--- src/rtl/coeff_unpack.sv ---
// coeff_unpack: turns (size, run) codes from the table-2 lookup into a
// stream of zig-zag indexed coefficients. Each code emits run_length zeros,
// then pulls coeff_size raw bits (MSB first) and emits one sign-decoded
// coefficient. The index wraps every 16 coefficients (one 4x4 block).
//
// Handshakes: code_valid/code_ready and bit_valid/bit_ready transfer on a
// rising phi1 edge where both are high. The ready outputs depend only on
// state, never on the matching valid. Outputs have no backpressure: the
// consumer must take every coeff_valid pulse.
module coeff_unpack #(
    parameter int COEFF_W  = 12,
    parameter int MAX_SIZE = 11
) (
    input  logic               phi1,
    input  logic               reset,
    input  logic               code_valid,
    output logic               code_ready,
    input  logic [3:0]         coeff_size,
    input  logic [1:0]         run_length,
    input  logic               bit_in,
    input  logic               bit_valid,
    output logic               bit_ready,
    output logic [COEFF_W-1:0] coeff_out,
    output logic               coeff_valid,
    output logic [3:0]         coeff_idx,
    output logic               block_done,
    output logic               size_err,
    output logic [1:0]         state_dbg
);

    localparam logic [3:0] MAX_SIZE_4 = 4'(MAX_SIZE);

    typedef enum logic [1:0] {
        S_IDLE  = 2'd0,
        S_ZERO  = 2'd1,
        S_SHIFT = 2'd2,
        S_EMIT  = 2'd3
    } state_e;

    state_e               state_q, state_d;
    logic [3:0]           size_q, size_d;
    logic [1:0]           run_q, run_d;
    logic [3:0]           cnt_q, cnt_d;
    logic [MAX_SIZE-1:0]  acc_q, acc_d;
    logic [3:0]           idx_q, idx_d;
    logic [COEFF_W-1:0]   coeff_out_q, coeff_out_d;
    logic                 coeff_valid_q, coeff_valid_d;
    logic [3:0]           coeff_idx_q, coeff_idx_d;
    logic                 block_done_q, block_done_d;
    logic                 size_err_q, size_err_d;

    logic                 emit_en;
    logic [COEFF_W-1:0]   emit_val;

    logic [MAX_SIZE-1:0]  acc_shifted;
    logic                 raw_msb;
    logic [COEFF_W-1:0]   raw_ext;
    logic [COEFF_W-1:0]   size_mask;
    logic [COEFF_W-1:0]   decoded;

    // A size needs bits pulled only when it is non-zero and within range.
    function automatic logic size_legal(input logic [3:0] s);
        return (s != 4'd0) && (s <= MAX_SIZE_4);
    endfunction

    // JPEG-style sign decode of the accumulated raw bits. The accumulator is
    // cleared on accept, so its low size_q bits are exactly the raw value.
    always_comb begin
        acc_shifted = acc_q >> (size_q - 4'd1);
        raw_msb     = acc_shifted[0];
        raw_ext     = {{(COEFF_W-MAX_SIZE){1'b0}}, acc_q};
        size_mask   = (COEFF_W'(1) << size_q) - COEFF_W'(1);
        if (!size_legal(size_q)) begin
            decoded = '0;
        end else if (raw_msb) begin
            decoded = raw_ext;
        end else begin
            decoded = raw_ext - size_mask;
        end
    end

    // Next-state and output logic; emissions from ZERO and EMIT share one path.
    always_comb begin
        state_d       = state_q;
        size_d        = size_q;
        run_d         = run_q;
        cnt_d         = cnt_q;
        acc_d         = acc_q;
        idx_d         = idx_q;
        coeff_out_d   = coeff_out_q;
        coeff_valid_d = 1'b0;
        coeff_idx_d   = coeff_idx_q;
        block_done_d  = 1'b0;
        size_err_d    = size_err_q;
        emit_en       = 1'b0;
        emit_val      = '0;

        case (state_q)
            S_IDLE: begin
                if (code_valid) begin
                    size_d = coeff_size;
                    run_d  = run_length;
                    cnt_d  = coeff_size;
                    acc_d  = '0;
                    if (coeff_size > MAX_SIZE_4) begin
                        size_err_d = 1'b1;
                    end
                    if (run_length != 2'd0) begin
                        state_d = S_ZERO;
                    end else if (size_legal(coeff_size)) begin
                        state_d = S_SHIFT;
                    end else begin
                        state_d = S_EMIT;
                    end
                end
            end
            S_ZERO: begin
                emit_en  = 1'b1;
                emit_val = '0;
                run_d    = run_q - 2'd1;
                if (run_q == 2'd1) begin
                    state_d = size_legal(size_q) ? S_SHIFT : S_EMIT;
                end
            end
            S_SHIFT: begin
                if (bit_valid) begin
                    acc_d = {acc_q[MAX_SIZE-2:0], bit_in};
                    cnt_d = cnt_q - 4'd1;
                    if (cnt_q == 4'd1) begin
                        state_d = S_EMIT;
                    end
                end
            end
            S_EMIT: begin
                emit_en  = 1'b1;
                emit_val = decoded;
                state_d  = S_IDLE;
            end
            default: begin
                state_d = S_IDLE;
            end
        endcase

        if (emit_en) begin
            coeff_valid_d = 1'b1;
            coeff_out_d   = emit_val;
            coeff_idx_d   = idx_q;
            block_done_d  = (idx_q == 4'd15);
            idx_d         = idx_q + 4'd1;
        end
    end

    // State and output registers; reset discards any partial code.
    always_ff @(posedge phi1) begin
        if (reset) begin
            state_q       <= S_IDLE;
            size_q        <= '0;
            run_q         <= '0;
            cnt_q         <= '0;
            acc_q         <= '0;
            idx_q         <= '0;
            coeff_out_q   <= '0;
            coeff_valid_q <= 1'b0;
            coeff_idx_q   <= '0;
            block_done_q  <= 1'b0;
            size_err_q    <= 1'b0;
        end else begin
            state_q       <= state_d;
            size_q        <= size_d;
            run_q         <= run_d;
            cnt_q         <= cnt_d;
            acc_q         <= acc_d;
            idx_q         <= idx_d;
            coeff_out_q   <= coeff_out_d;
            coeff_valid_q <= coeff_valid_d;
            coeff_idx_q   <= coeff_idx_d;
            block_done_q  <= block_done_d;
            size_err_q    <= size_err_d;
        end
    end

    assign code_ready  = (state_q == S_IDLE);
    assign bit_ready   = (state_q == S_SHIFT);
    assign coeff_out   = coeff_out_q;
    assign coeff_valid = coeff_valid_q;
    assign coeff_idx   = coeff_idx_q;
    assign block_done  = block_done_q;
    assign size_err    = size_err_q;
    assign state_dbg   = state_q;

endmodule

--- config.mk ---
export PLATFORM = sky130hd
export DESIGN_NAME = coeff_unpack
export DESIGN_NICKNAME = d
export VERILOG_FILES = /design/src/rtl/coeff_unpack.sv
export SDC_FILE = /design/constraint.sdc
export NUM_CORES = 1
export LEC_CHECK = 0
export ABC_AREA = 1
export CAP_MARGIN = 20
export CORE_MARGIN = 2
export CORE_UTILIZATION = 40
export DETAILED_ROUTE_END_ITERATION = 10
export GPL_TIMING_DRIVEN = 0
export PLACE_DENSITY = 0.57
export SKIP_LAST_GASP = 1
export SYNTH_ARGS = -nofsm -noshare
export SYNTH_HDL_FRONTEND = slang
export SYNTH_SLANG_ARGS = --single-unit
--- constraint.sdc ---
create_clock -name phi1 -period 3.7 [get_ports phi1]
set_input_delay 1.11 -clock phi1 [delete_from_list [all_inputs] [get_ports phi1]]
set_output_delay 1.11 -clock phi1 [all_outputs]
set_load 0.05 [all_outputs]
=== Yosys cells after proc, flatten, opt, wreduce, memory -nomap -nowiden ===
Cells that the tools add are included.

* Add/sub/neg operators: 6
* Multiply operators: 0
* Divide/modulo/power cells: 0
* Magnitude comparators: 3
* Equality and inequality tests: 10
* Shift operators: 2
* Mux-type cells: 21
* Bitwise gates (word level): 1
* Reduce and logical (&&, ||, !) cells: 15

{| class="wikitable"
|+ Operators with widths
! cell !! number
|-
| 2-to-1 mux 12 bit || 3
|-
| 2-to-1 mux 11 bit || 2
|-
| one-hot mux 11 bit (2 select lines) || 1
|-
| 2-to-1 mux 2 bit || 6
|-
| << shifter 1 x 4 -> 12 bit (first input constant) || 1
|-
| subtractor 11 x 12 -> 12 bit || 1
|-
| subtractor 12 x 2 -> 12 bit (second input constant) || 1
|-
| right shift 11 x 4 -> 1 bit || 1
|-
| less-or-equal comparator 4 bit (second input constant) || 2
|-
| 2-to-1 mux 4 bit || 2
|-
| one-hot mux 2 bit (4 select lines) || 1
|-
| one-hot mux 4 bit (2 select lines) || 1
|-
| nonzero test 4 bit || 2
|-
| subtractor 4 x 1 -> 4 bit (second input constant) || 2
|-
| != test 2 bit (second input constant) || 3
|-
| AND reduction 3 bit || 2
|-
| nonzero test 2 bit || 3
|-
| adder 4 x 1 -> 4 bit (second input constant) || 1
|-
| == test 2 x 1 -> 1 bit (second input constant) || 2
|-
| == test 2 bit (second input constant) || 2
|-
| == test 4 x 1 -> 1 bit (second input constant) || 1
|-
| == test 4 bit (second input constant) || 1
|-
| > comparator 4 bit (second input constant) || 1
|-
| 2-to-1 mux 1 bit || 4
|-
| other kinds (9) || 12
|}

* Bits in registers: 46
* Bits in latches: 0
* Memory bits (writable): 0
* Bits in read-only memories: 0
* Input port bits: 11
* Output and inout bits: 23
* Word-level logic and storage cells: 69
* Memories: 0

=== Logic depth before layout (Yosys ltp) ===
Gate-level depths: netlist of run 1.

* Depth in word-level cells: 6
* Mapped depth: 18

=== Worst setup path before layout of run 1 ===
Ideal clock, no wire load.

* Path type: register -> output
* Start point: register state_q[1], in the netlist state_dbg[1]
* End point: output bit_ready
* Arrival: 1.330 ns
* Slack: 1.260 ns
* Stages on the path, launching flop included: 2
* Path through: dfxtp_1 ha_1

* Word-level cells in the longest chain between the ends: 1

{| class="wikitable"
|+ Ends and longest elaborated chain
! element !! RTL line !! RTL
|-
| start: declaration || 40 || <nowiki>state_e state_q, state_d;</nowiki>
|-
| start signal: assignment || 168 || <nowiki>state_q <= state_d;</nowiki>
|-
| == test 2 bit || 183 || <nowiki>assign bit_ready = (state_q == S_SHIFT);</nowiki>
|-
| end: declaration || 22 || <nowiki>output logic bit_ready,</nowiki>
|}

Every way passes these cells.

=== Worst setup path in the final report of run 1 ===
* Start point: register state_q[0], in the netlist state_dbg[0]
* End point: output bit_ready

Same word-level chain as after synthesis.

==> impl_metrics.toml, run 1 <==
[die]
pin_count = 34
rows = 31
coreArea_sq_mm = 0.00733
fp.dieW_microns = 91.7
start_util_pct = 41.9
die-area_sq_mm = 0.00840
die_h_microns = 91.7

[synth]
syn_area_sq_mm = 0.00307
synth_seq_cells = 46
syn_avg_cell_area_sq_um = 6.71
async_reset_ff_share_pct = 0
synthDistinctLibCells = 32
synthesis.nets = 504
synth_edf_count = 0
synthCells = 458
ys_warn_count = 0
seq_area_frac_synth_pct = 30.0
ys_dominant_reg_cell = "dfxtp_1"

[critical_path]
timing.rr.end = "coeff_out[9]"
criticalPathCategory = "flop to primary output"
start_kind = "flop"
r2r_slack_ns = 0.70
r2r-start = "size_q[0]"
endpoint_kind = "primary output"
worst_ep_arrival_time_ns = 1.99
rr_worst_depth = 16
cp.required_ns = 2.59
crit_fanout = 8

[place]
place_ws_ns = 0.693
placed_area_sq_mm = 0.00353
port_buffers = 33
place_congestion = 0.836
place_hpwl_microns = 6060
dp_cells = 590

[route]
num_vias = 2974
ant_nets = 0
via_per_inst = 4.97
drt_wl_total_microns = 7630
wl_per_cell_microns = 12.8
drt_iter0_drc = 141
drt_pass1_iterations = 5
route.detailed.drc = 0

[cells_and_area]
antenna_cells = 0
nets = 544
fillers = 773
stdcell_area_sq_mm = 0.00362
fin_util_pct = 49.4
layoutNonFillerInstCount = 598
area_growth_pct = 17.8
drive_above_1_share_pct = 5.81

[power]
p_total_mw = 2.33
leakage_nw = 1.67
power.density_mw_per_mm2 = 642
ir_drop_v = 0.000330

[timing]
skew_ns = 0.00929
fmax_ghz = 0.322
hold_viol = 0
worst_pin_slew_ns = 0.641
rsz0062_at_grt = "false"
period_share_pct = 83.9
final.min_clock_period_ns = 3.10
slew_headroom_pct = 57.1
maxSlewViolCount = 0
whs_ns = 0.453
fin_ws_ns = 0.597
tns_ns = 0
setup_violations = 0

[global_routing]
grt_overflow = 0
antenna_found_initial = 0
first_global_vias = 2694
grt_max_degree = 17
grtUsageTotal_pct = 19.3
grt_pass1_wl_microns = 13300

[min_path]
hold_path_end = "coeff_out[3]"
hold_start = "coeff_out[3]"
min_path_cells = 2
hp-class = "flop to flop"

[clocking]
cts_resized = 0
clock-root-buffer = "clkbuf_8"
cts_hold_buf = 0
clock-sinks = 46
clock_latency_ns = 0.30
cts_buffer_depth = 2
cts_tree = "yes"
post_cts_buffers = 0
cts_buffers = 5
cts.clk_slew.worst_paths_ns = 0.10
htree_levels = 2

[run_status]
status = "complete, no violations"

[flow_run]
drv_cap = 0
-- Yosys cell counts (all sizes together) (3+ instances only) --
| cell | instances | area, sq um |
|---|---|---|
| nand3 | 59 | 310 |
| a31oi | 4 | 25.0 |
| nor3 | 5 | 25.0 |
| dfxtp | 46 | 921 |
| o21ai | 20 | 104 |
| a21oi | 29 | 145 |
| buf | 8 | 51.3 |
| xnor2 | 3 | 26.3 |
| xor2 | 3 | 26.3 |
| nor4 | 3 | 18.8 |
| inv | 60 | 228 |
| nor2 | 32 | 125 |
| ha | 34 | 425 |
| nand3b | 4 | 30.0 |
| nand2 | 133 | 512 |
| clkbuf | 3 | 11.3 |
| nand4 | 7 | 43.8 |
-- per-layer routing --
metal  track usage (%)  vias up  wire length, microns
li1                  -     1566                     -
met1              28.3     1351                  3930
met2              30.3       50                  3420
met3              2.79        7                   217
met4              3.41        0                    57
met5                 0        -                     0
-- final cells by class --
class                   instances  area, sq um  share of cell area [%]
flip-flops and latches         46          921                    25.4
inverters                      60          228                    6.29
repair buffers                 33          330                    9.12
clock buffers                   5         68.8                    1.90
multi-input cells             341         1860                    51.5
well taps                      99          124                    3.42
clock inverters                 3         23.8                   0.657
plain buffers                  11         62.6                    1.73
-- power by group --
part | internal, mW | switching [mW] | total (mW)
clock | 0.135 | 0.187 | 0.323
combinational | 0.463 | 0.914 | 1.38
sequential | 0.571 | 0.0548 | 0.626
-- worst max-delay path, cell delays in order (launching register included) --
cell and delay [ns]:
dfxtp_1 0.36, inv_1 0.09, ha_1 0.36, clkdlybuf4s50_1 0.87
-- how the worst max path moves through the flow --
stage / start / end / slack (ns) / cells past startpoint
4_1_cts: state_dbg[0] / bit_ready / 0.57 / 3
2_1_floorplan: state_dbg[1] / bit_ready / 1.26 / 1
3_5_place_dp: size_q[0] / coeff_out[9] / 0.69 / 16
6_report: state_dbg[0] / bit_ready / 0.60 / 3
5_1_grt: size_q[0] / coeff_out[9] / 0.48 / 16
3_3_place_gp: size_q[0] / coeff_out[9] / 0.70 / 16
-- sequential cells by signal, indices dropped and copies added, names as in the netlist --
| name | count |
|---|---|
| cnt_q | 4 |
| idx_q | 4 |
| size_err | 1 |
| coeff_out | 12 |
| state_dbg | 2 |
| run_q | 2 |
| coeff_idx | 4 |
| coeff_valid | 1 |
| size_q | 4 |
| acc_q | 11 |
| block_done | 1 |
-- layout by cell type, fill, tap and decap left out, types with 7 or more instances in the layout --
cell / instances
a21oi_1: 29
nand4_1: 7
dfxtp_1: 46
nand3_1: 56
o21ai_0: 18
clkdlybuf4s50_1: 33
nor2_1: 30
ha_1: 34
inv_1: 56
nand2_1: 130
-- cells by family (layout without fill, tap and decap cells) --
group	after synthesis	in the layout	share of synthesized area, %
DFF	46	46	30.0
buffers and inverters	71	112	9.44
and+or+nand+nor	245	245	35.0
xor gates and xnor gates	6	6	1.71
adders and majority gates	35	35	14.5
AOI/OAI and AO/OA	55	55	9.36
No activity file was read; power rests on OpenSTA's default activity.
==> run 2: changes to the inputs <==
==> constraint.sdc (replaced) <==
create_clock -name phi1 -period 3.2 [get_ports phi1]
set_input_delay 0.96 -clock phi1 [delete_from_list [all_inputs] [get_ports phi1]]
set_output_delay 0.96 -clock phi1 [all_outputs]
set_load 0.05 [all_outputs]
==> impl_metrics.toml, run 2 (synthesis results as in run 1) <==
[die]
pin_count = 34
die_h_microns = 91.7
rows = 31
fp.dieW_microns = 91.7
die-area_sq_mm = 0.00840
start_util_pct = 41.9
coreArea_sq_mm = 0.00733

[global_routing]
first_global_vias = 2694
grt_max_degree = 17
grtUsageTotal_pct = 19.3
grt_pass1_wl_microns = 13300
antenna_found_initial = 0
grt_overflow = 0

[place]
port_buffers = 33
placed_area_sq_mm = 0.00353
place_congestion = 0.836
place_hpwl_microns = 6060

[min_path]
hp-class = "flop to flop"
hold_start = "coeff_out[3]"
min_path_cells = 2

[cells_and_area]
largest_reg_flops = 12
fillers = 773
multi_input_area_sq_mm = 0.00186
nets = 544
fin_util_pct = 49.4
layout_common_cells = "130 x nand2_1, 56 x inv_1, 56 x nand3_1"
layout_commonest_cell = "nand2_1"
stdcell_area_sq_mm = 0.00362
antenna_cells = 0
register_area_sq_um = 921
drive_above_1_share_pct = 5.81
area_growth_pct = 17.9

[power]
ir_drop_v = 0.000382
power.density_mw_per_mm2 = 742
leakage_nw = 1.67
p_total_mw = 2.69

[route]
drt_wl_total_microns = 7630
drt_iter0_drc = 154
ant_nets = 0
via_per_inst = 4.95
wl_met1_microns = 3970
wl_met2_microns = 3380
num_vias = 2959
wl_per_cell_microns = 12.8
top_layer = "met4"
drt_pass1_iterations = 5
met3_length_microns = 217
route.detailed.drc = 0

[timing]
rsz0062_at_grt = "false"
maxSlewViolCount = 0
fmax_ghz = 0.338
period_share_pct = 92.4
tns_ns = 0
hold_viol = 0
final.min_clock_period_ns = 2.96
setup_violations = 0
whs_ns = 0.453
slew_headroom_pct = 55.7
skew_ns = 0.00939
worst_pin_slew_ns = 0.662

[clocking]
cts.clk_slew.worst_paths_ns = 0.09
clock-root-buffer = "clkbuf_8"
cts_buffers = 5
htree_levels = 2
clock_latency_ns = 0.30
cts_tree = "yes"
cts_hold_buf = 0
post_cts_buffers = 0
cts_buffer_depth = 2
clock-sinks = 46

[critical_path]
critPathMostFrequentCell = "nand2_1"
cp.required_ns = 3.40
worst_ep_arrival_time_ns = 3.16
path_buf_inv = 2
criticalPathCategory = "flop to flop"
cp.depth = 16
critPathSlowestCell = "fa_1"
crit_fanout = 12
rr_worst_depth = 16
endpoint_kind = "flop"
cp-startpoint = "size_q[0]"
critPathTopFamily = "adder cells"
r2r-start = "size_q[0]"
max_stage_delay_ns = 0.46
crit_chain = "inv_4 > ha_1 > inv_1 > nor2_1 > nand2_1 > ha_1 > ha_1 > fa_1 > nand3_1 > nand3_1 > nand2_1 > nand2_1 > nand2_1 > nand4_1 > nand3_1 > nand2_1"
start_kind = "flop"

[flow_run]
drv_cap = 0

[run_status]
status = "complete, no violations"
-- run 2: cell counts in the layout (fill, tap and decap cells not counted) --
Identical to the previous run, type by type.
-- run 2: power breakdown --
group,switching (mW),internal [mW],total [mW]
logic,1.06,0.536,1.59
clock network,0.217,0.157,0.373
registers,0.0646,0.661,0.725
-- run 2: per-stage QoR --
stage,instances,setup WS (ns)
after floorplan,458,0.781
after global placement,590,0.201
after detailed placement,590,0.193
after CTS,598,0.183
after global routing,598,0.0402
final,598,0.244
-- run 2: path summary, 6_finish.rpt --
path	to	slack, ns
max	coeff_out[9]	0.24
min	coeff_out[3]	0.45
max reg2reg	coeff_out[9]	0.24
min reg2reg	coeff_out[3]	0.45
-- run 2: layout make-up --
class | count | area share, %
Clock buffer | 5 | 1.90
Sequential cell | 46 | 25.4
Clock inverter | 3 | 0.656
Timing Repair Buffer | 33 | 9.12
Tap cell | 99 | 3.42
Inverter | 60 | 6.35
Buffer | 11 | 1.73
Multi-Input combinational cell | 341 | 51.4
-- run 2: layer usage --
metal | global-route usage [%] | up-vias
met2 | 30.3 | 51
met1 | 28.3 | 1333
li1 | - | 1568
met3 | 2.79 | 7
met5 | 0 | -
met4 | 3.41 | 0
-- run 2: what timing repair did --
| item | CTS | global route |
|---|---|---|
| endpoints found under the setup margin | 0 | 1 |
| hold endpoints to repair | 0 | 0 |
| gates resized for setup | 0 | 1 |
-- run 2: worst register-to-register path, cell delays in order, from the launching register on --
cell	delay, ns
dfxtp_1	0.43
inv_4	0.18
ha_1	0.18
inv_1	0.04
nor2_1	0.14
nand2_1	0.15
ha_1	0.22
ha_1	0.24
fa_1	0.46
nand3_1	0.12
nand3_1	0.14
nand2_1	0.12
nand2_1	0.05
nand2_1	0.05
nand4_1	0.12
nand3_1	0.16
nand2_1	0.06
==> run 3: changes to the inputs <==
==> constraint.sdc (replaced) <==
create_clock -name phi1 -period 3.2 [get_ports phi1]
set_input_delay 0.8 -clock phi1 [delete_from_list [all_inputs] [get_ports phi1]]
set_output_delay 0.8 -clock phi1 [all_outputs]
set_load 0.05 [all_outputs]
==> results of run 3 <==
Final layout, timing and power as in run 2 (identical DEF).
